`src/rtl/fifo_wr_arbiter.sv`:
```
// rtl/fifo_wr_arbiter.sv - packet-aware round-robin arbiter for the async FIFO write port
module fifo_wr_arbiter #(
    parameter int NREQ  = 4,
    parameter int DSIZE = 8,
    parameter int IDW   = 2
) (
    input  logic                  wclk,
    input  logic                  wrst_n,
    input  logic [NREQ-1:0]       req_valid,
    input  logic [NREQ-1:0]       req_last,
    input  logic [NREQ*DSIZE-1:0] req_data,
    output logic [NREQ-1:0]       req_ready,
    input  logic                  wfull,
    output logic                  winc,
    output logic [DSIZE-1:0]      wdata,
    output logic [IDW-1:0]        owner,
    output logic                  busy,
    output logic                  pkt_done
);

    localparam logic [0:0]     ST_IDLE  = 1'b0;
    localparam logic [0:0]     ST_LOCK  = 1'b1;
    localparam logic [IDW-1:0] LAST_IDX = IDW'(NREQ - 1);

    logic [0:0]     state_q, state_d;
    logic [IDW-1:0] rr_ptr_q, rr_ptr_d;
    logic [IDW-1:0] owner_q, owner_d;
    logic [IDW-1:0] lock_id_q, lock_id_d;
    logic           pkt_done_q, pkt_done_d;

    logic           win_found;
    logic [IDW-1:0] win_idx;
    logic [IDW:0]   cand;
    logic [IDW-1:0] gnt_idx;
    logic           gnt_valid;
    logic           gnt_last;
    logic           sel_valid;
    logic [DSIZE-1:0] sel_data;
    logic           accept;

    // Round-robin scan starting at rr_ptr; one extra bit keeps the wrap compare exact for any NREQ.
    always_comb begin
        win_found = 1'b0;
        win_idx   = '0;
        cand      = '0;
        for (int k = 0; k < NREQ; k++) begin
            cand = {1'b0, rr_ptr_q} + (IDW+1)'(k);
            if (cand >= (IDW+1)'(NREQ)) begin
                cand = cand - (IDW+1)'(NREQ);
            end
            for (int i = 0; i < NREQ; i++) begin
                if (!win_found && req_valid[i] && (cand == (IDW+1)'(i))) begin
                    win_found = 1'b1;
                    win_idx   = IDW'(i);
                end
            end
        end
    end

    always_comb begin
        gnt_idx   = (state_q == ST_LOCK) ? lock_id_q : win_idx;
        sel_valid = 1'b0;
        gnt_last  = 1'b0;
        sel_data  = '0;
        for (int i = 0; i < NREQ; i++) begin
            if (gnt_idx == IDW'(i)) begin
                sel_valid = req_valid[i];
                gnt_last  = req_last[i];
                sel_data  = req_data[i*DSIZE +: DSIZE];
            end
        end
        gnt_valid = (state_q == ST_LOCK) ? sel_valid : win_found;
    end

    // Reset also gates the grant so nothing is written while the arbiter is held in reset.
    assign accept = gnt_valid & ~wfull & wrst_n;

    always_comb begin
        req_ready = '0;
        for (int i = 0; i < NREQ; i++) begin
            req_ready[i] = accept && (gnt_idx == IDW'(i));
        end
    end

    assign winc  = accept;
    assign wdata = sel_data;

    always_comb begin
        state_d    = state_q;
        rr_ptr_d   = rr_ptr_q;
        owner_d    = owner_q;
        lock_id_d  = lock_id_q;
        pkt_done_d = accept & gnt_last;
        if (accept) begin
            owner_d = gnt_idx;
            if (gnt_last) begin
                state_d  = ST_IDLE;
                rr_ptr_d = (gnt_idx == LAST_IDX) ? '0 : gnt_idx + IDW'(1);
            end else begin
                state_d   = ST_LOCK;
                lock_id_d = gnt_idx;
            end
        end
    end

    always_ff @(posedge wclk or negedge wrst_n) begin
        if (!wrst_n) begin
            state_q    <= ST_IDLE;
            rr_ptr_q   <= '0;
            owner_q    <= '0;
            lock_id_q  <= '0;
            pkt_done_q <= 1'b0;
        end else begin
            state_q    <= state_d;
            rr_ptr_q   <= rr_ptr_d;
            owner_q    <= owner_d;
            lock_id_q  <= lock_id_d;
            pkt_done_q <= pkt_done_d;
        end
    end

    assign owner    = owner_q;
    assign busy     = (state_q == ST_LOCK);
    assign pkt_done = pkt_done_q;

endmodule

```
`config.mk`:
```
export PLATFORM = sky130hd
export DESIGN_NAME = fifo_wr_arbiter
export DESIGN_NICKNAME = d
export VERILOG_FILES = /design/src/rtl/fifo_wr_arbiter.sv
export SDC_FILE = /design/constraint.sdc
export NUM_CORES = 1
export LEC_CHECK = 0
export BUFFER_PORTS_ARGS = -buffer_cell sky130_fd_sc_hd__buf_2
export CAP_MARGIN = 25
export CORE_ASPECT_RATIO = 0.9
export CORE_MARGIN = 3
export CORE_UTILIZATION = 40
export DETAILED_ROUTE_END_ITERATION = 16
export PLACE_DENSITY_LB_ADDON = 0.3
export SYNTH_ARGS = -nofsm -noshare
export SYNTH_HDL_FRONTEND = slang
export SYNTH_SLANG_ARGS = --single-unit
```
`constraint.sdc`:
```
create_clock -name wclk -period 3.8 [get_ports wclk]
set_input_delay 0.57 -clock wclk [delete_from_list [all_inputs] [get_ports wclk]]
set_output_delay 0.57 -clock wclk [all_outputs]
set_load 0.02 [all_outputs]
```
# After elaboration in Yosys (flattened, before gate mapping)
# Cells that the tools add are included.
# word_totals
regBits,8
output_inout_bits,17
input_bits,43
elab_cells,145
# op_classes
addsub,8
n_reduce_logical,57
eq_ne,15
order_cmp,4
bitwise_logic,5
n_mux,51
# op_table
cell,count
$logic_and A1 B1 Y1,35
$mux W2,16
$mux W8,4
$mux W1,27
$eq A3 B2 Y1 const B,8
$logic_not A1 Y1,15
$eq A3 B1 Y1 const B,4
$logic_not A3 Y1,4
$mux W3,4
$ge A3 B3 Y1 const B,3
$sub A3 B3 Y3 const B,3
$add A2 B2 Y3 const B,2
$eq A2 B2 Y1 const B,2
$reduce_and A2 Y1,2
$add A2 B1 Y3 const B,1
$and A1 B1 Y1,3
$ge A2 B3 Y1 const B,1
$sub A2 B3 Y3 const B,1
$add A2 B1 Y2 const B,1
$eq A2 B1 Y1 const B,1
$logic_not A2 Y1,1
$not A1 Y1,2

# Logic depth before layout (Yosys ltp)
# depth
ltp_word,75
mapped_depth,12
mapped_depth_nobuf,11

# Worst setup path before layout
# No wires, ideal clock.
# synth_timing
path_kind,input to output
startpoint,input port req_valid[2]
endpoint,output port req_ready[0]
cell_stages,11
slack_ns,0.591
path_buffers,1
t_arrival_ns,2.639
t_required_ns,3.230
cell_sequence,inv_1 -> or3_1 -> a21oi_1 -> o32a_1 -> inv_1 -> ha_1 -> nand3b_1 -> a221o_1 -> a31oi_2 -> buf_6 -> and2_1
# synth_via
elab_chain_cells,65
elab_cells_between_ends,82
cone_classes,eq/ne (3); mux (34); bitwise (2); reduce/logical (43)
# synth_lines
element,line_no,rtl
from (decl),9,"input logic [NREQ-1:0] req_valid,"
$logic_and A1 B1 Y1 (2 in series),52,if (!win_found && req_valid[i] && (cand == (IDW+1)'(i))) begin
$mux W1,52,
$logic_not A1 Y1,52,
$logic_and A1 B1 Y1 (2 in series),52,
$mux W1,52,
$logic_not A1 Y1,52,
$logic_and A1 B1 Y1 (2 in series),52,
$mux W1,52,
(+45 left out),n/a,
via gnt_idx[1],34,logic [IDW-1:0] gnt_idx;
$logic_not A2 Y1,66,if (gnt_idx == IDW'(i)) begin
$mux W1 (3 in series),66,
$mux W1 *,66,
$mux W1 *,72,gnt_valid = (state_q == ST_LOCK) ? sel_valid : win_found;
$and A1 B1 Y1 * (2 in series),76,assign accept = gnt_valid & ~wfull & wrst_n;
via winc,14,"output logic winc,"
$logic_and A1 B1 Y1 *,81,req_ready[i] = accept && (gnt_idx == IDW'(i));
to (decl),12,"output logic [NREQ-1:0] req_ready,"
# The timed path passes the listed nets; every way through them passes the cells marked *.

# Final worst setup path
# layout_timing
startpoint,register rr_ptr_q[1]
endpoint,output port req_ready[0]
# layout_via
elab_chain_cells,75
elab_cells_between_ends,121
cone_classes,add/sub (7); order compare (4); eq/ne (15); mux (41); bitwise (2); reduce/logical (52)
# layout_lines
element,line_no,rtl
from (decl),26,"logic [IDW-1:0] rr_ptr_q, rr_ptr_d;"
from (signal assigned),115,rr_ptr_q <= rr_ptr_d;
$sub A2 B3 Y3 / $ge A2 B3 Y1 (equally long branches),"49, 48",
$mux W3,48,if (cand >= (IDW+1)'(NREQ)) begin
$logic_not A3 Y1,52,
$logic_and A1 B1 Y1,52,
$mux W1,52,
$logic_not A1 Y1,52,
$logic_and A1 B1 Y1 (2 in series),52,
$mux W1,52,
(+55 left out),n/a,
$mux W2 *,52,
$mux W2 *,61,gnt_idx = (state_q == ST_LOCK) ? lock_id_q : win_idx;
via gnt_idx[1],34,
$logic_not A2 Y1,"66, 81",
$mux W1 (4 in series),66,
$mux W1,72,
$and A1 B1 Y1 (2 in series),76,
$logic_and A1 B1 Y1 *,81,
# Marks and branches as above.

==> results.md <==
* Status: finished clean
* Seq pwr share at 14.4%
* Biggest area consumer among synthesized cells: dfrtp_1
* CP max stage cell: dfrtp_1
* Sw frac at 53.4%
* Design area at 1180 um^2
* GRT overflow at 0
* Starting density of the core at 42.8%
* Slew at the pin closest to its max-slew limit at 364 ps
* Clock Path Buffers at 2
* CP startpoint kind: flop
* Skew-Pair Late Insertion Delay at 250 ps
* Final setup skew at 4.79 ps
* Fill cells at 181
* Cell Chain, Critical Path: or3_1 -> a21oi_1 -> o32a_1 -> inv_1 -> ha_1 -> nand3b_1 -> a221o_1 -> a31oi_2 -> buf_4 -> and2_1 -> buf_2
* R2R setup slack at 730 ps
* Util after Layout at 60.6%
* Hold buffers post-CTS at 0
* Via Count at 1009
* Die Area at 2670 um^2
* DRT antenna net count at 0
* Die height at 49.4 um
* Pint at 0.533 mW
* RSZ-0062 raised after global routing: false
* Post-Syn Area at 836 um^2
* Area growth syn-to-layout at 41.5%
* Crit Reg-Reg Startpoint: rr_ptr_q[1]$_DFFE_PN0P_
* Initial antenna violation count at 0
* Share of layout cells above drive strength 1 at 43.2%
* Placed cell area at 1160 um^2
* Core Area at 1950 um^2
* Period minus WS final at 3570 ps
* Syn_area_per_cell at 7.60 um^2
* CP arrival at 3000 ps
* H-tree levels at 1
* Fin crit share at 94.1%
* Leak pwr at 0.621 nW
* Fmax at 280 MHz
* Final WL at 2420 um
* Syn Nets at 157
* Asr flop ratio synth at 100%
* 1st-iter DRT viols at 35
* GRT Overall Usage at 19.2%
* ANT cells at 0
* Ranking of synthesized cells by area: dfrtp_1, a21oi_1, mux2_4
* Hold WC Path Type: in -> async
* Cell Count, Final, Fillers Out at 194
* Dpl ws at 300 ps
* Final setup fails at 0
* Top delay family on crit path: compound AO/OA/AOI/OAI gates
* Chip Width at 54.2 um
* Top cell type's share of synthesized area at 24.0%
* Routability congestion estimate at 0.794
* Max Cap Viol at 0
* Worst Setup End Kind: output port
* # IOs at 60
* Fin Setup TNS at 0 ps
* Vias in the first global route at 911
* TritonCTS buffer count at 3
* Max stage delay on crit path at 450 ps
* Critical path data required time at 3230 ps
* Netlist cell types at 30
* DRC violations left at 0
* FP Rows at 15
* Synth cell count leaders: a21oi_1, nand2_1, o21ai_0
* Critical path buffer and inverter count at 3
* CTS tree: done
* CP Launch Point: rr_ptr_q[1]$_DFFE_PN0P_
* Register bit count reported by yosys at 8
* Port bufs at 59
* Clk pwr share at 5.5%
* First-pass GRT wire length at 3950 um
* Worst Path Class, Setup: reg -> out
* Hold Fails Final Rpt at 0
* R2R cell count at 11
* VDD IR max at 0.000640 V
* Yosys warns at 0
* Sw Pwr at 0.611 mW
* Levels on crit path at 11
* CTS Sinks at 8
* Slew HR at 75.7%
* Fin nets at 218
* Worst setup margin at 225 ps
* Inst Count DP at 191
* Count leader, synth: a21oi_1
* Root Driver: clkbuf_4
* Via density at 5.20
* Post-Syn Instances at 110
* DP Wirelength at 1990 um
* Post-synth top flop: dfrtp_1
* Post-CTS setup repair buffer count at 0
* Sequential cell area at 200 um^2
* DR WL/cell at 12.5 um
* Post-synth EDFFs at 0
* Critical Path Fanout Max at 11
* # resized after CTS at 0
* Clock transition at the registers of the reported paths at 50 ps
* Sequential element share of the synthesized area at 24.0%
* Comb power frac at 80.1%
* Reg2reg end: rr_ptr_q[1]$_DFFE_PN0P_
* Pwr/cell area at 967 nW/um^2
* Slew Viols, Final at 0
* TritonRoute pass-1 iters at 4
* Area of the multi-input gates at 577 um^2
* Largest net degree at the start of global routing at 19
## per-layer routing
layer | track usage (%) | vias to the layer above | share of wire (%)
li1 | - | 514 | -
met1 | 28.4 | 457 | 45
met2 | 28.7 | 36 | 48
met3 | 5.50 | 2 | 6.9
met4 | 1.24 | 0 | 0.58
met5 | 0 | - | 0
## power groups by stage
stage	sequential (mW)	clock [mW]	combinational, mW
2_1_floorplan	0.181	0	0.644
3_3_place_gp	0.165	0	0.896
3_5_place_dp	0.165	0	0.914
4_1_cts	0.164	0.0641	0.918
5_1_grt	0.171	0.0708	1.02
6_report	0.165	0.0632	0.916
## through the flow
step | total power [mW] | hold slack [ps]
detailed placement | 1.08 | 431
finish | 1.14 | 158
floorplan | 0.825 | 274
global placement | 1.06 | 427
CTS | 1.15 | 168
global route | 1.27 | 161
## cell families after synthesis
family          share of synthesized area [%]
fa+ha+maj                                5.99
mux                                      8.53
buf+inv                                  7.33
flops                                    24.0
simple gates                             21.0
compound gates                           33.2
## cell usage in the layout, fill, tap and decap left out
master,Yosys,routed
mux2_4,4,4
nand2b_1,2,2
o21a_1,1,1
o2bb2ai_1,3,3
inv_1,7,7
a221oi_1,1,1
or4_1,1,1
buf_4,0,4
nor2b_2,0,1
o21ai_0,10,10
a221o_1,1,1
a22oi_1,7,7
nand3b_1,3,3
and2_1,4,4
clkbuf_4,0,3
dfrtp_1,8,8
ha_1,4,4
or3_1,1,1
o32a_1,1,1
a31oi_2,1,1
nand2_1,14,14
mux2_1,1,1
buf_2,1,59
nor2b_1,2,1
o21ai_1,1,1
o2111a_1,1,1
o31a_1,1,1
a21oi_1,15,15
nor2_1,8,8
nand2_2,1,1
## sequential cells by signal, summed over array words and instances (netlist names)
signal     count
busy           1
lock_id_q      2
rr_ptr_q       2
pkt_done       1
owner          2
## layout make-up
type / count / area share, %
Multi-Input combinational cell: 88 / 48.8
Timing Repair Buffer: 63 / 27.5
Sequential cell: 8 / 16.9
Tap cell: 25 / 2.65
Inverter: 7 / 2.22
Clock buffer: 3 / 1.90
## worst max-delay path by stage
stage,end
6_report,req_ready[0]
3_3_place_gp,req_ready[0]
2_1_floorplan,req_ready[0]
3_5_place_dp,req_ready[0]
4_1_cts,req_ready[0]
5_1_grt,req_ready[0]
## worst register-to-register path: stages, from the launching register on
cell and delay [ps]:
dfrtp_1 450, or3_1 390, a21oi_1 160, o32a_1 270
inv_1 90, ha_1 240, buf_4 190, nand3b_1 160
a221oi_1 350, a21oi_1 110, nand2b_1 210, mux2_1 320
(Power assumes the default switching activity.)
